==> src/rtl/div_core_pkg.sv <==
// Shared types and constants for the iterative radix-2 restoring divider.
package div_core_pkg;

    localparam int unsigned DIV_WIDTH  = 32;
    localparam int unsigned DIV_CYCLES = 32;
    localparam int unsigned CNT_W      = $clog2(DIV_CYCLES);

    typedef enum logic [1:0] {
        DIV_IDLE    = 2'd0,
        DIV_ON      = 2'd1,
        DIV_DIVZERO = 2'd2,
        DIV_DONE    = 2'd3
    } div_state_e;

    // HI carries the remainder, LO the quotient.
    typedef struct packed {
        logic [DIV_WIDTH-1:0] hi;
        logic [DIV_WIDTH-1:0] lo;
    } div_result_t;

    function automatic logic [DIV_WIDTH-1:0] neg_if(input logic neg, input logic [DIV_WIDTH-1:0] x);
        return neg ? DIV_WIDTH'(-x) : x;
    endfunction

endpackage

==> src/rtl/div_step.sv <==
// One restoring-division step: shift in a dividend bit, trial-subtract, keep or restore.
module div_step #(
    parameter int unsigned WIDTH = 32
) (
    input  logic [WIDTH:0]   rem,
    input  logic [WIDTH-1:0] dvs,
    input  logic             dvd_bit,
    output logic [WIDTH:0]   rem_next,
    output logic             q_bit
);

    logic [WIDTH+1:0] shifted;
    logic [WIDTH+1:0] trial;

    // One extra bit above the shifted remainder makes the trial sign unambiguous.
    always_comb begin
        shifted  = {rem, dvd_bit};
        trial    = shifted - (WIDTH+2)'(dvs);
        q_bit    = ~trial[WIDTH+1];
        rem_next = q_bit ? trial[WIDTH:0] : shifted[WIDTH:0];
    end

endmodule

==> src/rtl/div_core.sv <==
// Iterative 32-bit DIV/DIVU responder: one quotient bit per cycle, {remainder, quotient} result.
module div_core
    import div_core_pkg::*;
#(
    parameter int unsigned WIDTH = DIV_WIDTH
) (
    input  logic               clk,
    input  logic               resetn,
    input  logic               flush,
    input  logic               start_i,
    input  logic               signed_i,
    input  logic [WIDTH-1:0]   opdata1_i,
    input  logic [WIDTH-1:0]   opdata2_i,
    output logic [2*WIDTH-1:0] result_o,
    output logic               ready_o,
    output logic               busy_o,
    output logic               stall_o
);

    div_state_e       state_q, state_d;
    logic [CNT_W-1:0] count_q, count_d;
    logic [WIDTH:0]   rem_q, rem_d, step_rem;
    logic [WIDTH-1:0] dvd_q, dvd_d, dvs_q, dvs_d, quo_fin;
    logic             neg_dvd_q, neg_dvd_d, neg_dvs_q, neg_dvs_d;
    logic             step_q;
    div_result_t      result_q, result_d;
    logic             ready_q, ready_d, busy_q, busy_d;
    logic             accept, dvs_zero, last_step;

    assign accept    = start_i & ~flush;
    assign dvs_zero  = (opdata2_i == '0);
    assign last_step = (count_q == CNT_W'(DIV_CYCLES - 1));

    div_step #(.WIDTH(WIDTH)) u_step (
        .rem      (rem_q),
        .dvs      (dvs_q),
        .dvd_bit  (dvd_q[WIDTH-1]),
        .rem_next (step_rem),
        .q_bit    (step_q)
    );

    always_ff @(posedge clk or negedge resetn) begin
        if (!resetn) state_q <= DIV_IDLE;
        else         state_q <= state_d;
    end

    always_comb begin
        state_d = state_q;
        case (state_q)
            DIV_IDLE:    if (accept) state_d = dvs_zero ? DIV_DIVZERO : DIV_ON;
            DIV_ON:      if (last_step) state_d = DIV_DONE;
            DIV_DIVZERO: state_d = DIV_DONE;
            DIV_DONE:    state_d = DIV_IDLE;
            default:     state_d = DIV_IDLE;
        endcase
        if (flush) state_d = DIV_IDLE;
    end

    // dvd shifts dividend bits out of the top while quotient bits enter at the bottom.
    always_comb begin
        count_d   = count_q;
        rem_d     = rem_q;
        dvd_d     = dvd_q;
        dvs_d     = dvs_q;
        neg_dvd_d = neg_dvd_q;
        neg_dvs_d = neg_dvs_q;
        result_d  = result_q;
        ready_d   = 1'b0;
        busy_d    = (state_d != DIV_IDLE);
        quo_fin   = {dvd_q[WIDTH-2:0], step_q};
        case (state_q)
            DIV_IDLE: begin
                if (accept) begin
                    neg_dvd_d = signed_i & opdata1_i[WIDTH-1];
                    neg_dvs_d = signed_i & opdata2_i[WIDTH-1];
                    dvs_d     = neg_if(neg_dvs_d, opdata2_i);
                    dvd_d     = dvs_zero ? opdata1_i : neg_if(neg_dvd_d, opdata1_i);
                    rem_d     = '0;
                    count_d   = '0;
                end
            end
            DIV_ON: begin
                rem_d   = step_rem;
                dvd_d   = quo_fin;
                count_d = count_q + CNT_W'(1);
                if (last_step) begin
                    result_d.lo = neg_if(neg_dvd_q ^ neg_dvs_q, quo_fin);
                    result_d.hi = neg_if(neg_dvd_q, step_rem[WIDTH-1:0]);
                    ready_d     = 1'b1;
                end
            end
            DIV_DIVZERO: begin
                // Raw dividend was kept in dvd for this path.
                result_d.hi = dvd_q;
                result_d.lo = '1;
                ready_d     = 1'b1;
            end
            DIV_DONE: count_d = '0;
            default: ;
        endcase
        if (flush) begin
            count_d  = '0;
            ready_d  = 1'b0;
            result_d = result_q;
        end
    end

    always_ff @(posedge clk or negedge resetn) begin
        if (!resetn) begin
            count_q   <= '0;
            rem_q     <= '0;
            dvd_q     <= '0;
            dvs_q     <= '0;
            neg_dvd_q <= 1'b0;
            neg_dvs_q <= 1'b0;
            result_q  <= '0;
            ready_q   <= 1'b0;
            busy_q    <= 1'b0;
        end else begin
            count_q   <= count_d;
            rem_q     <= rem_d;
            dvd_q     <= dvd_d;
            dvs_q     <= dvs_d;
            neg_dvd_q <= neg_dvd_d;
            neg_dvs_q <= neg_dvs_d;
            result_q  <= result_d;
            ready_q   <= ready_d;
            busy_q    <= busy_d;
        end
    end

    assign result_o = result_q;
    assign ready_o  = ready_q;
    assign busy_o   = busy_q;
    assign stall_o  = (start_i & ~ready_q) & ~flush;

endmodule
==> config.mk <==
export PLATFORM = sky130hd
export DESIGN_NAME = div_core
export DESIGN_NICKNAME = d
export VERILOG_FILES = /design/src/rtl/div_core_pkg.sv /design/src/rtl/div_step.sv /design/src/rtl/div_core.sv
export SDC_FILE = /design/constraint.sdc
export NUM_CORES = 1
export LEC_CHECK = 0
export BUFFER_PORTS_ARGS = -buffer_cell sky130_fd_sc_hd__clkbuf_2
export CAP_MARGIN = 20
export CORE_UTILIZATION = 40
export CTS_BUF_LIST = sky130_fd_sc_hd__clkbuf_4
export DETAILED_ROUTE_END_ITERATION = 12
export MAX_ROUTING_LAYER = met4
export SLEW_MARGIN = 15
export SYNTH_ARGS = -nofsm -noshare
export SYNTH_HDL_FRONTEND = slang
export SYNTH_SLANG_ARGS = --single-unit
export TNS_END_PERCENT = 5
==> constraint.sdc <==
create_clock -name clk -period 8.3 [get_ports clk]
set_input_delay 0.83 -clock clk [delete_from_list [all_inputs] [get_ports clk]]
set_output_delay 0.83 -clock clk [all_outputs]
set_load 0.05 [all_outputs]
* After elaboration in Yosys (flattened, before gate mapping) *
Cells that the tools add are included.

word-level totals
  register bits = 172
  input bits = 69
  output and inout port bits = 67

cells by class
  add/sub/neg operators = 6
  equality and inequality tests = 7
  muxes and demuxes = 23
  bitwise gates (word level) = 9
  reduce and logical (&&, ||, !) cells = 10

operator list
  kind                   count
  $mux W32               6
  $neg A32 Y32           4
  $pmux W64 S2           1
  $mux W33               2
  $pmux W33 S2           1
  $mux W64               1
  $pmux W32 S2           1
  $sub A34 B32 Y34       1
  $logic_not A32 Y1      1
  $pmux W5 S3            1
  $mux W5                2
  $mux W2                4
  $pmux W2 S4            1
  $reduce_and A2 Y1      3
  $reduce_bool A2 Y1     3
  $add A5 B1 Y5 const B  1
  $and A1 B1 Y1          5
  $eq A5 B5 Y1 const B   1
  $eq A2 B2 Y1 const B   2
  $ne A2 B2 Y1 const B   2
  $reduce_bool A4 Y1     1
  $ne A3 B3 Y1 const B   1
  $not A1 Y1             3
  $reduce_and A3 Y1      1
  other kinds (5)        6

* Depth between registers and ports, before layout *
Gate-level depths: netlist of run 1.

  depth in word-level cells = 6
  gate-level depth with buffers = 23
  gate-level depth less buffers = 21

* Cells and area by module *
A second synthesis of run 1 with hierarchy kept.

unflattened totals
  cell total of the unflattened synthesis = 1466
  area total of the unflattened synthesis = 12169.2 µm²

by module, submodules not included
  module    times used  cells each  area each (µm²)  seq. area each (µm²)
  div_core  1           1160        9955.8           4304.1
  div_step  1           306         2213.4           0.0

* Worst setup path after synthesis of run 1 *
OpenSTA, ideal clock, no wires.

  path kind = reg2reg
  from = reg rem_q[1]
  to = reg result_q, in the netlist result_o[26]
  data arrival time = 4629 ps
  required time = 8163 ps
  path slack = 3534 ps
  cell stages (with the launch flop) = 22
  buffers on the path = 2
  path through = dfrtp_1 > ha_1 > o211a_1 > o31a_4 > o21ai_4 > a2111oi_4 > o211a_4 > o21a_1 > nor2_4 > inv_2 > buf_2 > buf_1 > ha_1 > inv_1 > nor4_1 > nand3b_1 > nand2b_1 > nor4_1 > nand2_1 > o41ai_1 > xor2_1 > a21oi_1

on the way
  cells in the longest elaborated chain, start to end = 6

ends and longest elaborated chain
  element                 line                source
  start, declared         div_core.sv:22      logic [WIDTH:0] rem_q, rem_d, step_rem;
  start signal, assigned  div_core.sv:121     rem_q <= rem_d;
  $sub A34 B32 Y34        div_step.sv:18      trial = shifted - (WIDTH+2)'(dvs);
  $not A1 Y1              div_step.sv:19      q_bit = ~trial[WIDTH+1];
  $neg A32 Y32            div_core_pkg.sv:22  return neg ? DIV_WIDTH'(-x) : x;
  $mux W32                div_core_pkg.sv:22
  $mux W64                div_core.sv:86      if (last_step) begin
  $pmux W64 S2            div_core.sv:71      case (state_q)
  end signal, assigned    div_core.sv:126     result_q <= result_d;
  end, declared           div_core.sv:26      div_result_t result_q, result_d;

No other way between the ends. The select of a mux whose other input is x is not followed.
A chain may end at the register's enable or synchronous reset.

* Worst setup path after layout of run 1 *
  from = reg rem_q[1]
  to = reg result_q, in the netlist result_o[60]

on the way
  cells in the longest elaborated chain, start to end = 6

ends and longest elaborated chain
  element           line                source
  $sub A34 B32 Y34  div_step.sv:18
  $mux W33 *        div_step.sv:20      rem_next = q_bit ? trial[WIDTH:0] : shifted[WIDTH:0];
  $neg A32 Y32      div_core_pkg.sv:22
  $mux W32 *        div_core_pkg.sv:22
  $mux W64 *        div_core.sv:86
  $pmux W64 S2 *    div_core.sv:71

Every way passes the cells marked *; elsewhere a longest branch is shown, timed or not. The select of a mux whose other input is x is not followed.

==> results of run 1 <==
[layout make-up]
cell class              instances  area (um^2)  area share, %
well taps                     390          488           3.63
clock buffers                  17          128          0.948
flip-flops and latches        172         4300           32.0
multi-input cells            1189         7330           54.4
clock inverters                15          171           1.27
diodes                          1         2.50         0.0186
inverters                      60          225           1.67
repair buffers                150          815           6.05
[flip-flops by register name, indices dropped and copies added (netlist names)]
name and flops:
result_o 64, rem_q 33, dvd_q 32, dvs_q 32, count_q 5, state_q 2, busy_o 1, neg_dvd_q 1
neg_dvs_q 1, ready_o 1
[per-stage QoR]
step | area (um^2) | util (%) | setup slack (ns) | instances
after floorplan | 12200 | - | 3.53 | 1502
after global placement | 13100 | 44.0 | 2.80 | 1959
after detailed placement | 13100 | 44.0 | 2.65 | 1959
after CTS | 13400 | 45.0 | 2.60 | 1991
after global routing | 13500 | 45.2 | 2.04 | 1994
final | 13500 | 45.2 | 2.48 | 1994
[critical path: cells and delay by family, from the launching register on]
family                     cells  cell delay (ns)
buffers and inverters          1             0.52
DFF                            1             0.50
xor gates and xnor gates       1             0.18
and+or+nand+nor                5             1.06
AOI/OAI and AO/OA             10             2.70
adders and majority gates      2             0.75
[logic make-up after synthesis]
family | synth area share (%)
multiplexers | 3.21
XOR/XNOR | 10.1
flip-flops | 35.4
adder cells (fa/ha/maj) | 4.38
buffers and inverters | 4.57
AND/OR/NAND/NOR | 19.3
AO/OA/AOI/OAI | 23.0
[Yosys cell counts (11+ instances only)]
cell type	instances	area [um^2]
nand3_1	18	90.1
or3_1	11	68.8
and3_1	13	81.3
nand2_1	202	758
o31ai_1	27	203
dfrtp_1	172	4300
nor4_1	25	156
ha_1	41	513
xnor2_1	66	578
inv_1	57	214
or4_1	12	90.1
a21oi_1	162	811
xor2_1	75	657
nor2_1	135	507
a31oi_1	14	87.6
mux2i_1	30	300
o21ai_0	171	856
clkbuf_1	62	233
nor3_1	29	145
[worst max-delay path by stage]
stage                  start           end  cells after the start
floorplan           rem_q[1]  result_o[26]                     21
global placement    rem_q[1]  result_o[60]                     19
detailed placement  rem_q[1]  result_o[60]                     19
CTS                 rem_q[1]  result_o[60]                     19
global route        rem_q[1]  result_o[54]                     19
finish              rem_q[1]  result_o[60]                     19
[metal layers]
metal,share of wire [%],up-vias,GRT usage (%)
met5,0,-,-
met4,2.1,0,7.18
met3,5.6,45,3.51
met2,42,331,35.1
met1,50,5259,35.6
li1,-,5495,-
==> impl_metrics.env, run 1 <==
export IMPL_cts_max_path_buffers=2
export IMPL_fin_hold_ws_ns=0.264
export IMPL_fp_coreArea_um2=29800
export IMPL_vias=11100
export IMPL_fillCellCount=3042
export IMPL_grt_pass1_wl_mm=57.8
export IMPL_r2r_slack_ns=2.48
export IMPL_die_height_um=176
export IMPL_final_cell_mix="nand2_1 (202), dfrtp_1 (172), o21ai_0 (171)"
export IMPL_critPathMaxFanout=36
export IMPL_place_congestion=0.969
export IMPL_detail_route_antenna_nets=0
export IMPL_hold_buffers=0
export IMPL_wl_mm=36.6
export IMPL_hp_class="input pin to async pin"
export IMPL_relSlewSlack_pct=29.1
export IMPL_nNetsFinal=1701
export IMPL_drt_wirelength_per_cell_um=18.3
export IMPL_endpoint_kind="flip-flop"
export IMPL_crit_path_start_kind="flip-flop"
export IMPL_die_area_um2=31100
export IMPL_max_stage_delay_ns=0.52
export IMPL_post_cts_buffers=0
export IMPL_cts_resized=0
export IMPL_reg2regPathDepth=19
export IMPL_synth_warnings=0
export IMPL_timing_rr_start="rem_q[1]"
export IMPL_drc_errors=0
export IMPL_grt_setup_unrepaired="false"
export IMPL_mostFrequentLayoutCell="nand2_1"
export IMPL_ys_async_sr_fraction_pct=100
export IMPL_drv_slew=0
export IMPL_hpwl_mm=27.8
export IMPL_maxCapViolCount=0
export IMPL_syn_nets=1613
export IMPL_ys_seq_area_share_pct=35.4
export IMPL_drive_gt1_share_pct=14.0
export IMPL_fp_dieW_um=176
export IMPL_portBuffers=135
export IMPL_synthesis_area_um2=12200
export IMPL_top_level_ports=136
export IMPL_synthCells=1502
export IMPL_antenna_found_initial=1
export IMPL_syn_area_per_cell_um2=8.10
export IMPL_worstReg2RegEnd="result_o[60]"
export IMPL_first_pass_iters=5
export IMPL_post_route_period_util_pct=70.1
export IMPL_hold_viol_final=0
export IMPL_status="completed"
export IMPL_clock_skew_final_ns=0.0296
export IMPL_cts_sink_count=172
export IMPL_syn2layout_area_growth_pct=10.6
export IMPL_path_cells="ha_1 -> o211a_1 -> o31a_4 -> o21ai_4 -> a2111oi_4 -> o211a_4 -> o21a_1 -> nor2_4 -> inv_2 -> nor2_1 -> a21oi_1 -> ha_1 -> nand3_1 -> nor4_1 -> o22ai_1 -> nor4_2 -> a21oi_1 -> xnor2_1 -> a221o_1"
export IMPL_cts_tree="yes"
export IMPL_cts_htree_levels=4
export IMPL_drt_iter0_markers=1064
export IMPL_cts_buffers_inserted=17
export IMPL_grt_pass1_vias=10400
export IMPL_worst_pin_slew_ns=1.06
export IMPL_setup_violations=0
export IMPL_insertion_delay_ns=0.64
export IMPL_path_class="flip-flop to flip-flop"
export IMPL_worstPathRequired_ns=8.83
export IMPL_grt_max_degree=96
export IMPL_synth_seq_cells=172
export IMPL_tns_ns=0
export IMPL_globalRouteOverflowTotal=0
export IMPL_via_per_inst=5.58
export IMPL_synth_cell_types=80
export IMPL_arrival_ns=6.35
export IMPL_initial_core_util_pct=40.8
export IMPL_synth_ff_type="dfrtp_1"
export IMPL_rows=63
export IMPL_clockRootBuffer="clkbuf_4"
export IMPL_grtUsageTotal_pct=24.5
export IMPL_clkTransAtPathRegs_ns=0.17
export IMPL_layout_min_cycle_time_ns=5.82
export IMPL_synth_edf_count=0
export IMPL_cp_slowest_cell="inv_2"
export IMPL_fmax_mhz=172
Power of run 1 is left out: the tool's default activity adds up to more than one toggle a clock period on the data nets, which glitch-free logic cannot reach.
==> run 2: changes to the inputs <==
==> constraint.sdc (replaced) <==
create_clock -name clk -period 5.2 [get_ports clk]
set_input_delay 0.52 -clock clk [delete_from_list [all_inputs] [get_ports clk]]
set_output_delay 0.52 -clock clk [all_outputs]
set_load 0.05 [all_outputs]
==> run 2 against run 1 <==
Against the previous run:
- the flow now finishes with violations (hold timing)
- count of clock-buffer cells in the layout is the same
- via count grew 0.58%
- non-clock buffer count grew 10
- clock skew grew 0.0045 ns
==> impl_metrics.env, run 2 (synthesized netlist as in run 1, its figures left out) <==
export IMPL_layout_min_cycle_time_ns=4.76
export IMPL_via_per_inst=5.59
export IMPL_timing_rr_start="rem_q[1]"
export IMPL_fp_dieW_um=176
export IMPL_crit_path_start_kind="flip-flop"
export IMPL_status="finished with violations"
export IMPL_grt_pass1_wl_mm=58.0
export IMPL_mostFrequentLayoutCell="nand2_1"
export IMPL_hp_class="input pin to async pin"
export IMPL_grt_setup_unrepaired="false"
export IMPL_drt_iter0_markers=972
export IMPL_top_level_ports=136
export IMPL_fillCellCount=3007
export IMPL_portBuffers=135
export IMPL_cts_max_path_buffers=2
export IMPL_largest_register_ffs=64
export IMPL_crit_family="compound AO/OA/AOI/OAI gates"
export IMPL_clkTransAtPathRegs_ns=0.17
export IMPL_cts_tree="yes"
export IMPL_crit_path_frequent_cell="ha_1"
export IMPL_hpwl_mm=28.1
export IMPL_maxCapViolCount=0
export IMPL_insertion_delay_ns=0.64
export IMPL_clock_skew_final_ns=0.0340
export IMPL_grtUsageTotal_pct=24.7
export IMPL_path_class="flip-flop to flip-flop"
export IMPL_syn2layout_area_growth_pct=11.1
export IMPL_worst_pin_slew_ns=1.01
export IMPL_path_buf_inv=1
export IMPL_tns_ns=0
export IMPL_vias=11200
export IMPL_cp_slowest_cell="dfrtp_1"
export IMPL_grt_max_degree=103
export IMPL_fp_coreArea_um2=29800
export IMPL_fin_hold_ws_ns=-0.0303
export IMPL_clockRootBuffer="clkbuf_4"
export IMPL_nNetsFinal=1711
export IMPL_detail_route_antenna_nets=0
export IMPL_arrival_ns=5.29
export IMPL_setup_violations=0
export IMPL_startpoint="rem_q[1]"
export IMPL_worstPathRequired_ns=5.72
export IMPL_violations="hold timing"
export IMPL_endpoint_kind="flip-flop"
export IMPL_first_pass_iters=7
export IMPL_relSlewSlack_pct=33.0
export IMPL_cts_buffers_inserted=17
export IMPL_antenna_found_initial=1
export IMPL_final_cell_mix="nand2_1 (202), dfrtp_1 (172), o21ai_0 (171)"
export IMPL_fmax_mhz=210
export IMPL_drive_gt1_share_pct=14.6
export IMPL_path_cells="ha_1 -> o211a_1 -> o31a_4 -> o21ai_4 -> a2111oi_4 -> o211a_4 -> o21a_1 -> nor2_4 -> inv_2 -> mux2i_1 -> ha_1 -> nand3_1 -> nor4_1 -> o22ai_1 -> nor4_4 -> a21oi_1 -> xnor2_1 -> a221o_1"
export IMPL_post_cts_buffers=0
export IMPL_wl_mm=36.3
export IMPL_rows=63
export IMPL_grt_pass1_vias=10400
export IMPL_die_height_um=176
export IMPL_post_route_period_util_pct=91.6
export IMPL_critPathMaxFanout=13
export IMPL_drt_wirelength_per_cell_um=18.1
export IMPL_cts_htree_levels=4
export IMPL_initial_core_util_pct=40.8
export IMPL_max_stage_delay_ns=0.48
export IMPL_die_area_um2=31100
export IMPL_place_congestion=0.954
export IMPL_hold_viol_final=12
export IMPL_cts_sink_count=172
export IMPL_globalRouteOverflowTotal=0
export IMPL_drv_slew=0
export IMPL_drc_errors=0
[run 2: through the flow]
| stage | setup slack, ns | utilization [%] | hold slack, ns | instance area [um^2] | instances |
|---|---|---|---|---|---|
| final | 0.437 | 45.4 | -0.0303 | 13500 | 2004 |
| after CTS | 0.412 | 45.3 | 0.0153 | 13500 | 2003 |
| after detailed placement | 0.446 | 44.3 | 0.471 | 13200 | 1971 |
| after floorplan | 0.434 | - | 0.224 | 12200 | 1502 |
| after global routing | 0.0986 | 45.4 | 0.0218 | 13500 | 2004 |
| after global placement | 0.608 | 44.3 | 0.462 | 13200 | 1971 |
[run 2: layout make-up]
cell class                      instances  area [um^2]  area share, %
Clock inverter                         15          171           1.27
Sequential cell                       172         4300           31.8
Antenna cell                            1         2.50         0.0185
Tap cell                              390          488           3.61
Multi-Input combinational cell       1189         7330           54.2
Timing Repair Buffer                  160          870           6.43
Clock buffer                           17          128          0.944
Inverter                               60          225           1.67
[run 2: path summary, 6_finish.rpt]
kind,to,slack [ns],depth (start not counted)
max,result_o[54],0.44,18
min reg2reg,dvs_q[22],0.50,2
max reg2reg,result_o[54],0.44,18
min,count_q[1],-0.03,1
max in group asynchronous,dvs_q[15],4.11,2
min in group clk,dvs_q[31],0.16,3
[run 2: timing repair]
item	4_1_cts	5_1_grt
resized for setup	0	1
hold buffers	0	0
setup endpoints to repair	0	1
[run 2: per-layer routing]
metal,vias up,GRT usage (%),share of wire [%]
met4,0,6.25,1.6
li1,5522,-,-
met3,46,3.66,6.1
met1,5257,36.8,50
met2,369,34.5,42
met5,-,-,0
Power of run 2 is left out for the same reason.
